### src/rtl/extreme_value_tracker.sv
// extreme_value_tracker: per-frame running max/min of valid samples with the index where it occurred
module extreme_value_tracker #(
  parameter int DATA_W = 8,
  parameter int NUM_SAMPLES = 20,
  parameter bit TIE_LAST = 1'b1,
  localparam int IDX_W = $clog2(NUM_SAMPLES + 1)
) (
  input  logic              clock,
  input  logic              reset,
  input  logic              start,
  input  logic              mode,
  input  logic [DATA_W-1:0] inp,
  input  logic              valid_signal,
  output logic              ready,
  output logic              done_signal,
  output logic [DATA_W-1:0] largest_num,
  output logic [IDX_W-1:0]  result_idx,
  output logic [IDX_W-1:0]  sample_cnt
);
  typedef enum logic [1:0] {IDLE, COLLECT, DONE} state_t;
  state_t state, state_next;
  logic mode_q, accept, last, better, tie;
  // qualify samples: start wins over a coincident valid beat
  always_comb begin
    accept = state == COLLECT && valid_signal && !start;
    last = sample_cnt == IDX_W'(NUM_SAMPLES - 1);
    better = mode_q ? inp < largest_num : inp > largest_num;
    tie = inp == largest_num;
  end
  // state register
  always_ff @(posedge clock)
    state <= reset ? IDLE : state_next;
  // next state: start always (re)arms, the last accepted beat completes the frame
  always_comb
    state_next = start ? COLLECT : (accept && last) ? DONE : state;
  // outputs decoded from state
  always_comb
    ready = state == COLLECT;
  // datapath: frame clear on start, running extreme update on each accepted beat
  always_ff @(posedge clock) begin
    if (reset) begin
      mode_q <= 1'b0;
      largest_num <= '0;
      result_idx <= '0;
      sample_cnt <= '0;
      done_signal <= 1'b0;
    end else if (start) begin
      mode_q <= mode;
      largest_num <= '0;
      result_idx <= '0;
      sample_cnt <= '0;
      done_signal <= 1'b0;
    end else if (accept) begin
      if (sample_cnt == '0 || better) begin
        largest_num <= inp;
        result_idx <= sample_cnt;
      end else if (TIE_LAST && tie) begin
        result_idx <= sample_cnt;
      end
      sample_cnt <= sample_cnt + 1'b1;
      if (last) done_signal <= 1'b1;
    end
  end
endmodule
### config.mk
export PLATFORM = sky130hd
export DESIGN_NAME = extreme_value_tracker
export DESIGN_NICKNAME = d
export VERILOG_FILES = /design/src/rtl/extreme_value_tracker.sv
export SDC_FILE = /design/constraint.sdc
export NUM_CORES = 1
export LEC_CHECK = 0
export ABC_AREA = 1
export CORE_MARGIN = 5
export CORE_UTILIZATION = 48
export DETAILED_ROUTE_END_ITERATION = 10
export PLACE_DENSITY = 0.8
export SKIP_CTS_REPAIR_TIMING = 1
export SYNTH_ARGS = -nofsm -noshare
export SYNTH_HDL_FRONTEND = slang
export SYNTH_SLANG_ARGS = --single-unit
### constraint.sdc
create_clock -name clock -period 2.9 [get_ports clock]
set_input_delay 0.29 -clock clock [delete_from_list [all_inputs] [get_ports clock]]
set_output_delay 0.29 -clock clock [all_outputs]
set_load 0.01 [all_outputs]
==> results_dict.tcl, run 1 <==
set metrics [dict create \
    synthesis.nets 178 \
    drive_gt1_share_pct 10.64 \
    worstSetupPathType "in2reg" \
    synth.most_common_cell "nand2_1" \
    cts_made_buffers 3 \
    initial_core_util_pct 48.75 \
    antenna_found_initial 0 \
    crit_top_cell "nand2_1" \
    grt_pass1_vias 1058 \
    p_seq_share_pct 55.6 \
    slew_violations 0 \
    worstSetupEndpointType "flop" \
    route.detailed.drc 0 \
    p_per_area_mw_per_mm2 347.8 \
    ys_seq_area_share_pct 35.78 \
    cp.arrival_ps 2060 \
    worst_pin_slew_ps 679.9 \
    setup_viol 0 \
    clock-sinks 21 \
    std_cell_rows 18 \
    dieHeight_um 59.48 \
    rsz0062_at_grt "false" \
    dr_total_vias 1097 \
    max-slew-margin-rel_pct 54.62 \
    pwr-share-comb_pct 18.9 \
    fin_nets 212 \
    synth_edf_count 0 \
    yosys_register_bits 21 \
    min_period_over_period_pct 64.22 \
    ir_drop_uv 286.5 \
    grt_max_degree 24 \
    drtIter0Drc 28 \
    tritoncts "built" \
    setup_ws_ps 1038 \
    clockBufferDepth 2 \
    synth.cells.most_frequent "nand2_1, nor2_1, dfxtp_1" \
    synth_warnings 0 \
    grt-ovfl-total 0 \
    min_period_ps 1862 \
    ios 33 \
    antenna_cells 0 \
    clk_latency_ps 290 \
    grt_pass1_wl_mm 4.381 \
    path_clk_slew_ps 110 \
    ys_top_cells_by_area "dfxtp_1, ha_1, nand2_1" \
    cap_violations 0 \
    power.total_mw 0.5361 \
    totalWireLength_mm 2.526 \
    final_core_util_pct 63.97 \
    internal_power_mw 0.3967 \
    skew_ps 4.515 \
    slowest_delay_ps 430 \
    crit_buf_inv 1 \
    ys.flop_type "dfxtp_1" \
    synth_cells 155 \
    wl_per_cell_um 11.59 \
    synth.avg_cell_area_um2 7.580 \
    fmax_mhz 536.9 \
    setup_tns_ps 0 \
    clkPwrFrac_pct 25.5 \
    ant_nets 0 \
    die-width_um 59.48 \
    cp_top_family "simple AND/OR/NAND/NOR gates" \
    ys_async_sr_fraction_pct 0 \
    coreArea_mm2 0.002410 \
    place_hpwl_mm 1.945 \
    io_buffers 32 \
    cp_cell_sequence "clkdlybuf4s50_1 > ha_1 > nand2_1 > nor2_2 > nand4_2 > nand2_1 > nand2_2 > nand2_4 > nand3_4 > a21oi_1 > nor2_1" \
    power_switching_mw 0.1394 \
    status "completed" \
    grt_use_total_pct 15.56 \
    cp_slowest_cell "clkdlybuf4s50_1" \
    cp-start-kind "input pin" \
    sw_frac_of_total_pct 26.01 \
    pre_cts_ws_ps 737.8 \
    synth.largest_area_cell "dfxtp_1" \
    crit_fanout 10 \
    leakage_nw 0.5804 \
    synth_cell_types 23 \
    root_buffer "clkbuf_4" \
    first_pass_iters 6 \
    viasPerCell 5.032 \
    fp.dieArea_mm2 0.003537 \
    cts_max_level 1 \
    hold_viol_final 0 \
    syn-cell-area_mm2 0.001175 \
    hp-class "reg2reg" \
    gp_congestion 0.7591 \
    netlist.area_leader.share_pct 35.78 \
    hold_slack_ps 481.9 \
    areaGrowthSynthToFinish_pct 31.20 \
    required_ps 3100 \
]
## layer usage
| metal | wire length (µm) | GRT usage [%] | up-vias | share of wire [%] |
|---|---|---|---|---|
| met5 | 0 | 0 | - | 0 |
| met4 | 11 | 4.207 | 0 | 0.44 |
| met3 | 113 | 2.832 | 4 | 4.5 |
| met2 | 1283 | 28.39 | 26 | 51 |
| met1 | 1118 | 18.38 | 497 | 44 |
| li1 | - | - | 570 | - |
## cell families (layout without fill, tap and decap cells)
kind of cell / Yosys count / in the layout / synth area share (%)
compound gates: 22 / 22 / 10.97
fa+ha+maj: 10 / 10 / 10.65
buf+inv: 24 / 57 / 8.200
flops: 21 / 21 / 35.78
simple gates: 78 / 78 / 34.40
## layout by cell type, fill, tap and decap left out, types with 2 or more instances in the layout
master / n
a21oi_1: 13
clkbuf_4: 3
clkdlybuf4s50_1: 32
dfxtp_1: 21
ha_1: 10
inv_1: 15
inv_2: 6
nand2_1: 26
nand2_4: 2
nand3_1: 7
nand3_4: 2
nand3b_1: 7
nand4_1: 3
nor2_1: 25
nor2_2: 3
o21ai_1: 5
## final timing paths
| kind | start | end | slack (ps) | cells past startpoint |
|---|---|---|---|---|
| setup / recovery | inp[7] | result_idx[1]$_SDFFE_PP0P_ | 1040 | 11 |
| hold / removal | state[1]$_SDFFE_PP0P_ | state[1]$_SDFFE_PP0P_ | 480 | 2 |
| setup reg to reg | largest_num[7]$_SDFFE_PP0P_ | result_idx[1]$_SDFFE_PP0P_ | 1070 | 11 |
| hold reg to reg | state[1]$_SDFFE_PP0P_ | state[1]$_SDFFE_PP0P_ | 480 | 2 |
## state kept, by name, indices dropped and copies added (netlist names)
| name | cells |
|---|---|
| state | 2 |
| sample_cnt | 5 |
| largest_num | 8 |
| result_idx | 5 |
| mode_q | 1 |
## power groups by stage
stage	logic (mW)	registers [mW]	clock network [mW]
CTS	0.102	0.298	0.143
global placement	0.0994	0.305	0
global route	0.114	0.299	0.157
floorplan	0.0620	0.306	0
detailed placement	0.102	0.305	0
finish	0.101	0.298	0.137
## worst reg2reg max path: cells and delay by family (launching register included)
| kind | cells | cell delay (ps) |
|---|---|---|
| adder cells (fa/ha/maj) | 1 | 280 |
| flip-flops | 1 | 370 |
| buffers and inverters | 1 | 50 |
| AND/OR/NAND/NOR | 8 | 870 |
| AO/OA/AOI/OAI | 1 | 180 |
## metrics by stage
step,area (µm²),std cells
after global placement,1515,214
after global routing,1541,218
final,1541,218
after CTS,1541,218
after floorplan,1175,155
after detailed placement,1515,214
## layout make-up
type                    instances  area, µm²
fillers                       216      868.3
flip-flops and latches         21      420.4
clock buffers                   4      26.28
inverters                      21      78.83
repair buffers                 32      320.3
multi-input cells             110      658.1
well taps                      30      37.54
Note: power is estimated with default switching activity, not from simulation.
==> run 2: changes to the inputs <==
- CORE_UTILIZATION: 48 -> 47
- PLACE_DENSITY: 0.8 -> 0.79
- clock period: 2.9 -> 1.9 ns (I/O delays scaled with it)
==> results_dict.tcl, run 2 (synthesis results as in run 1) <==
set metrics [dict create \
    cp-start-kind "flop" \
    cts_made_buffers 3 \
    grt_max_degree 20 \
    fp.dieArea_mm2 0.003599 \
    grt_use_total_pct 16.96 \
    min_period_ps 1757 \
    grt_pass1_vias 1073 \
    crit_fanout 8 \
    final_cell_mix "clkdlybuf4s50_1, nand2_1, nor2_1" \
    reg_top3 "largest_num (8), result_idx (5), sample_cnt (5)" \
    setup_ws_ps 142.9 \
    coreArea_mm2 0.002432 \
    status "completed" \
    required_ps 2140 \
    power.total_mw 0.8358 \
    cp.arrival_ps 1990 \
    worstSetupEndpointType "flop" \
    first_pass_iters 4 \
    layout_commonest_cell "clkdlybuf4s50_1" \
    antenna_found_initial 0 \
    clockBufferDepth 2 \
    gp_congestion 0.8331 \
    hold_slack_ps 475.4 \
    die-width_um 60.00 \
    ir_drop_uv 405.8 \
    hold_viol_final 0 \
    slowest_delay_ps 360 \
    cp_slowest_cell "dfxtp_2" \
    totalWireLength_mm 2.757 \
    cap_violations 0 \
    grt-ovfl-total 0 \
    root_buffer "clkbuf_4" \
    crit_top_cell "nor2_1" \
    antenna_cells 0 \
    min_period_over_period_pct 92.48 \
    worst_pin_slew_ps 310.9 \
    dp_cells 218 \
    cts_max_level 1 \
    fmax_mhz 569.1 \
    fillers 212 \
    setup_viol 0 \
    place_hpwl_mm 2.151 \
    path_clk_slew_ps 130 \
    fin_nets 216 \
    fin_cells 222 \
    max-slew-margin-rel_pct 79.23 \
    std_cell_rows 18 \
    cp_cell_sequence "inv_1 > ha_1 > a21oi_2 > nor2_1 > nor2_1 > nand2_1 > nand2_2 > nand2_4 > a21oi_4 > nor2_1 > nor2_1" \
    clock-sinks 21 \
    route.detailed.drc 0 \
    leakage_nw 0.6056 \
    regMostFlops "largest_num" \
    worstSetupPathType "reg2reg" \
    ant_nets 0 \
    viasPerCell 4.901 \
    dr_total_vias 1088 \
    final_core_util_pct 65.02 \
    tritoncts "built" \
    skew_ps 12.83 \
    io_buffers 32 \
    hp-class "reg2reg" \
    dieHeight_um 60.00 \
    pre_cts_ws_ps -83.34 \
    clk_latency_ps 310 \
    p_per_area_mw_per_mm2 528.5 \
    wl_per_cell_um 12.42 \
    ios 33 \
    initial_core_util_pct 48.30 \
    drtIter0Drc 29 \
    slew_violations 0 \
    largest_reg_flops 8 \
    grt_pass1_wl_mm 4.602 \
    areaGrowthSynthToFinish_pct 34.61 \
    drive_gt1_share_pct 15.63 \
]
run 2: layout make-up:
cell class                      count  area [µm²]  share of cell area (%)
Tap cell                           30       37.54                   2.373
Sequential cell                    21       425.4                   26.90
Inverter                           21       78.83                   4.984
Multi-Input combinational cell    110       661.9                   41.85
Timing Repair Buffer               36       350.3                   22.15
Clock buffer                        3       22.52                   1.424
Clock inverter                      1       5.005                  0.3165
run 2: path summary, 6_finish.rpt:
| kind | start | to | slack [ps] | cells after the start |
|---|---|---|---|---|
| setup / recovery | largest_num[5]$_SDFFE_PP0P_ | largest_num[7]$_SDFFE_PP0P_ | 140 | 11 |
| hold / removal | mode_q$_SDFFE_PP0P_ | mode_q$_SDFFE_PP0P_ | 480 | 2 |
| setup reg to reg | largest_num[5]$_SDFFE_PP0P_ | largest_num[7]$_SDFFE_PP0P_ | 140 | 11 |
| hold reg to reg | mode_q$_SDFFE_PP0P_ | mode_q$_SDFFE_PP0P_ | 480 | 2 |
run 2: metal layers:
metal	up-vias	wire (µm)	track usage, %
met5	-	0	0
met4	0	37	7.595
met3	4	93	3.672
met2	21	1425	29.32
met1	493	1200	19.79
li1	570	-	-
run 2: power by group:
| group | switching, mW | total, mW | internal [mW] | leakage, nW |
|---|---|---|---|---|
| registers | 0.00637 | 0.456 | 0.450 | 0.172 |
| clock network | 0.139 | 0.217 | 0.0785 | 0.0177 |
| logic | 0.0830 | 0.162 | 0.0795 | 0.416 |
| total | 0.228 | 0.836 | 0.608 | 0.606 |
run 2: worst max-delay path, delay by kind of cell, from the launching register on:
kind	cells	cell delay, ps
compound gates	2	410
fa+ha+maj	1	290
buf+inv	1	40
flops	1	360
simple gates	7	580
run 2: per-stage QoR:
| stage | instance area (µm²) | TNS (ps) |
|---|---|---|
| floorplan | 1175 | 0 |
| global placement | 1545 | -409.4 |
| detailed placement | 1545 | -900.1 |
| CTS | 1573 | 0 |
| global route | 1582 | -229.0 |
| finish | 1582 | 0 |
==> run 3: changes to the inputs <==
--- a/config.mk
+++ b/config.mk
@@ -12,3 +12,2 @@
 export PLACE_DENSITY = 0.79
-export SKIP_CTS_REPAIR_TIMING = 1
 export SYNTH_ARGS = -nofsm -noshare
==> constraint.sdc (replaced) <==
create_clock -name clock -period 1.9 [get_ports clock]
set_input_delay 0.38 -clock clock [delete_from_list [all_inputs] [get_ports clock]]
set_output_delay 0.38 -clock clock [all_outputs]
set_load 0.01 [all_outputs]
==> results_dict.tcl, run 3 (synthesis results as in run 1) <==
set metrics [dict create \
    status "completed" \
    route.detailed.drc 0 \
    cap_violations 0 \
    grt_max_degree 20 \
    clockBufferDepth 2 \
    leakage_nw 0.6929 \
    grt_use_total_pct 17.03 \
    root_buffer "clkbuf_4" \
    cp.arrival_ps 2020 \
    place_hpwl_mm 2.135 \
    register_area_um2 429.2 \
    sw_frac_of_total_pct 28.74 \
    hold_viol_final 0 \
    min_period_over_period_pct 93.07 \
    multiInputGateArea_um2 794.5 \
    ir_drop_uv 458.4 \
    internal_power_mw 0.6231 \
    reg_top3 "largest_num (8), result_idx (5), sample_cnt (5)" \
    cp_cell_sequence "inv_2 > ha_4 > nand2_1 > nor2_4 > nand4_2 > nand2_1 > nand2_2 > nand2_4 > nand2_8 > nand3b_1 > nand2_1 > nor2_1" \
    wl_per_cell_um 14.09 \
    power.total_mw 0.8745 \
    fin_nets 218 \
    worstSetupPathType "reg2reg" \
    totalWireLength_mm 3.157 \
    pwr-share-comb_pct 22.1 \
    dp_cells 218 \
    viasPerCell 5.170 \
    layout_commonest_cell "nand2_1" \
    power_switching_mw 0.2513 \
    antenna_cells 0 \
    dieHeight_um 60.00 \
    skew_ps 12.33 \
    tritoncts "built" \
    p_seq_share_pct 52.2 \
    areaGrowthSynthToFinish_pct 48.46 \
    hold_start "inp[0]" \
    slew_violations 0 \
    setup_ws_ps 131.6 \
    cp_slowest_cell "dfxtp_2" \
    ios 33 \
    std_cell_rows 18 \
    fin_cells 224 \
    cts_made_buffers 3 \
    max-slew-margin-rel_pct 80.11 \
    worstSetupEndpointType "flop" \
    die-width_um 60.00 \
    antenna_found_initial 0 \
    reg2reg_from "largest_num[5]$_SDFFE_PP0P_" \
    clk_latency_ps 320 \
    crit_start "largest_num[5]$_SDFFE_PP0P_" \
    drive_gt1_share_pct 26.80 \
    regMostFlops "largest_num" \
    cts_hold_buffers 0 \
    worst_pin_slew_ps 297.3 \
    initial_core_util_pct 48.30 \
    gp_congestion 0.8216 \
    cts_max_level 1 \
    cp-start-kind "flop" \
    crit_fanout 8 \
    crit_top_cell "nand2_1" \
    dr_total_vias 1158 \
    coreArea_mm2 0.002432 \
    largest_reg_flops 8 \
    final_cell_mix "nand2_1, clkdlybuf4s50_1, nor2_1" \
    ant_nets 0 \
    pre_cts_ws_ps -289.4 \
    setup_viol 0 \
    grt-ovfl-total 0 \
    first_pass_iters 4 \
    fp.dieArea_mm2 0.003599 \
    clock-sinks 21 \
    fillers 195 \
    hp-class "in2reg" \
    grt_pass1_wl_mm 4.616 \
    p_per_area_mw_per_mm2 501.4 \
    path_clk_slew_ps 130 \
    io_buffers 32 \
    min_period_ps 1768 \
    drtIter0Drc 49 \
    grt_pass1_vias 1075 \
    fmax_mhz 565.5 \
    required_ps 2150 \
    clkPwrFrac_pct 25.7 \
    slowest_delay_ps 370 \
]
-- run 3: critical path: cells and delay by family, from the launching register on --
| kind | cells | cell delay, ps |
|---|---|---|
| buffers and inverters | 1 | 50 |
| adder cells (fa/ha/maj) | 1 | 270 |
| flip-flops | 1 | 370 |
| AND/OR/NAND/NOR | 10 | 1010 |
-- run 3: timing repair --
item	in CTS	in global routing
gates resized for setup	0	38
setup buffers	0	1
endpoints found under the setup margin	0	13
-- run 3: through the flow --
| stage | utilization [%] | hold slack [ps] | TNS [ps] | cell area [µm²] |
|---|---|---|---|---|
| floorplan | - | 438.3 | 0 | 1175 |
| finish | 71.71 | 432.3 | 0 | 1744 |
| detailed placement | 63.53 | 469.2 | -3589 | 1545 |
| CTS | 64.61 | 486.7 | 0 | 1572 |
| global route | 71.71 | 446.7 | -3.344 | 1744 |
| global placement | 63.53 | 462.4 | -2758 | 1545 |
-- run 3: power groups by stage --
stage / clock, mW / combinational, mW / sequential, mW
2_1_floorplan: 0 / 0.0946 / 0.467
3_3_place_gp: 0 / 0.156 / 0.465
3_5_place_dp: 0 / 0.162 / 0.465
4_1_cts: 0.226 / 0.163 / 0.456
5_1_grt: 0.244 / 0.213 / 0.458
6_report: 0.224 / 0.194 / 0.457
-- run 3: routing by layer --
| layer | part of all wire [%] | vias up | global-route usage (%) |
|---|---|---|---|
| li1 | - | 583 | - |
| met1 | 40 | 542 | 20.52 |
| met2 | 54 | 26 | 28.70 |
| met3 | 3.9 | 7 | 3.456 |
| met4 | 1.9 | 0 | 7.911 |
| met5 | 0 | - | 0 |
-- run 3: worst paths after layout --
kind,to,slack (ps),cells past startpoint
hold reg to reg,state[1]$_SDFFE_PP0P_,490,2
setup / recovery,largest_num[6]$_SDFFE_PP0P_,130,12
setup reg to reg,largest_num[6]$_SDFFE_PP0P_,130,12
hold / removal,largest_num[0]$_SDFFE_PP0P_,430,5
-- run 3: area by class of cell --
class                           count  area share, %
Multi-Input combinational cell    111          45.55
Sequential cell                    21          24.61
Timing Repair Buffer               37          21.66
Inverter                           21          4.519
Tap cell                           30          2.152
Clock buffer                        4          1.506
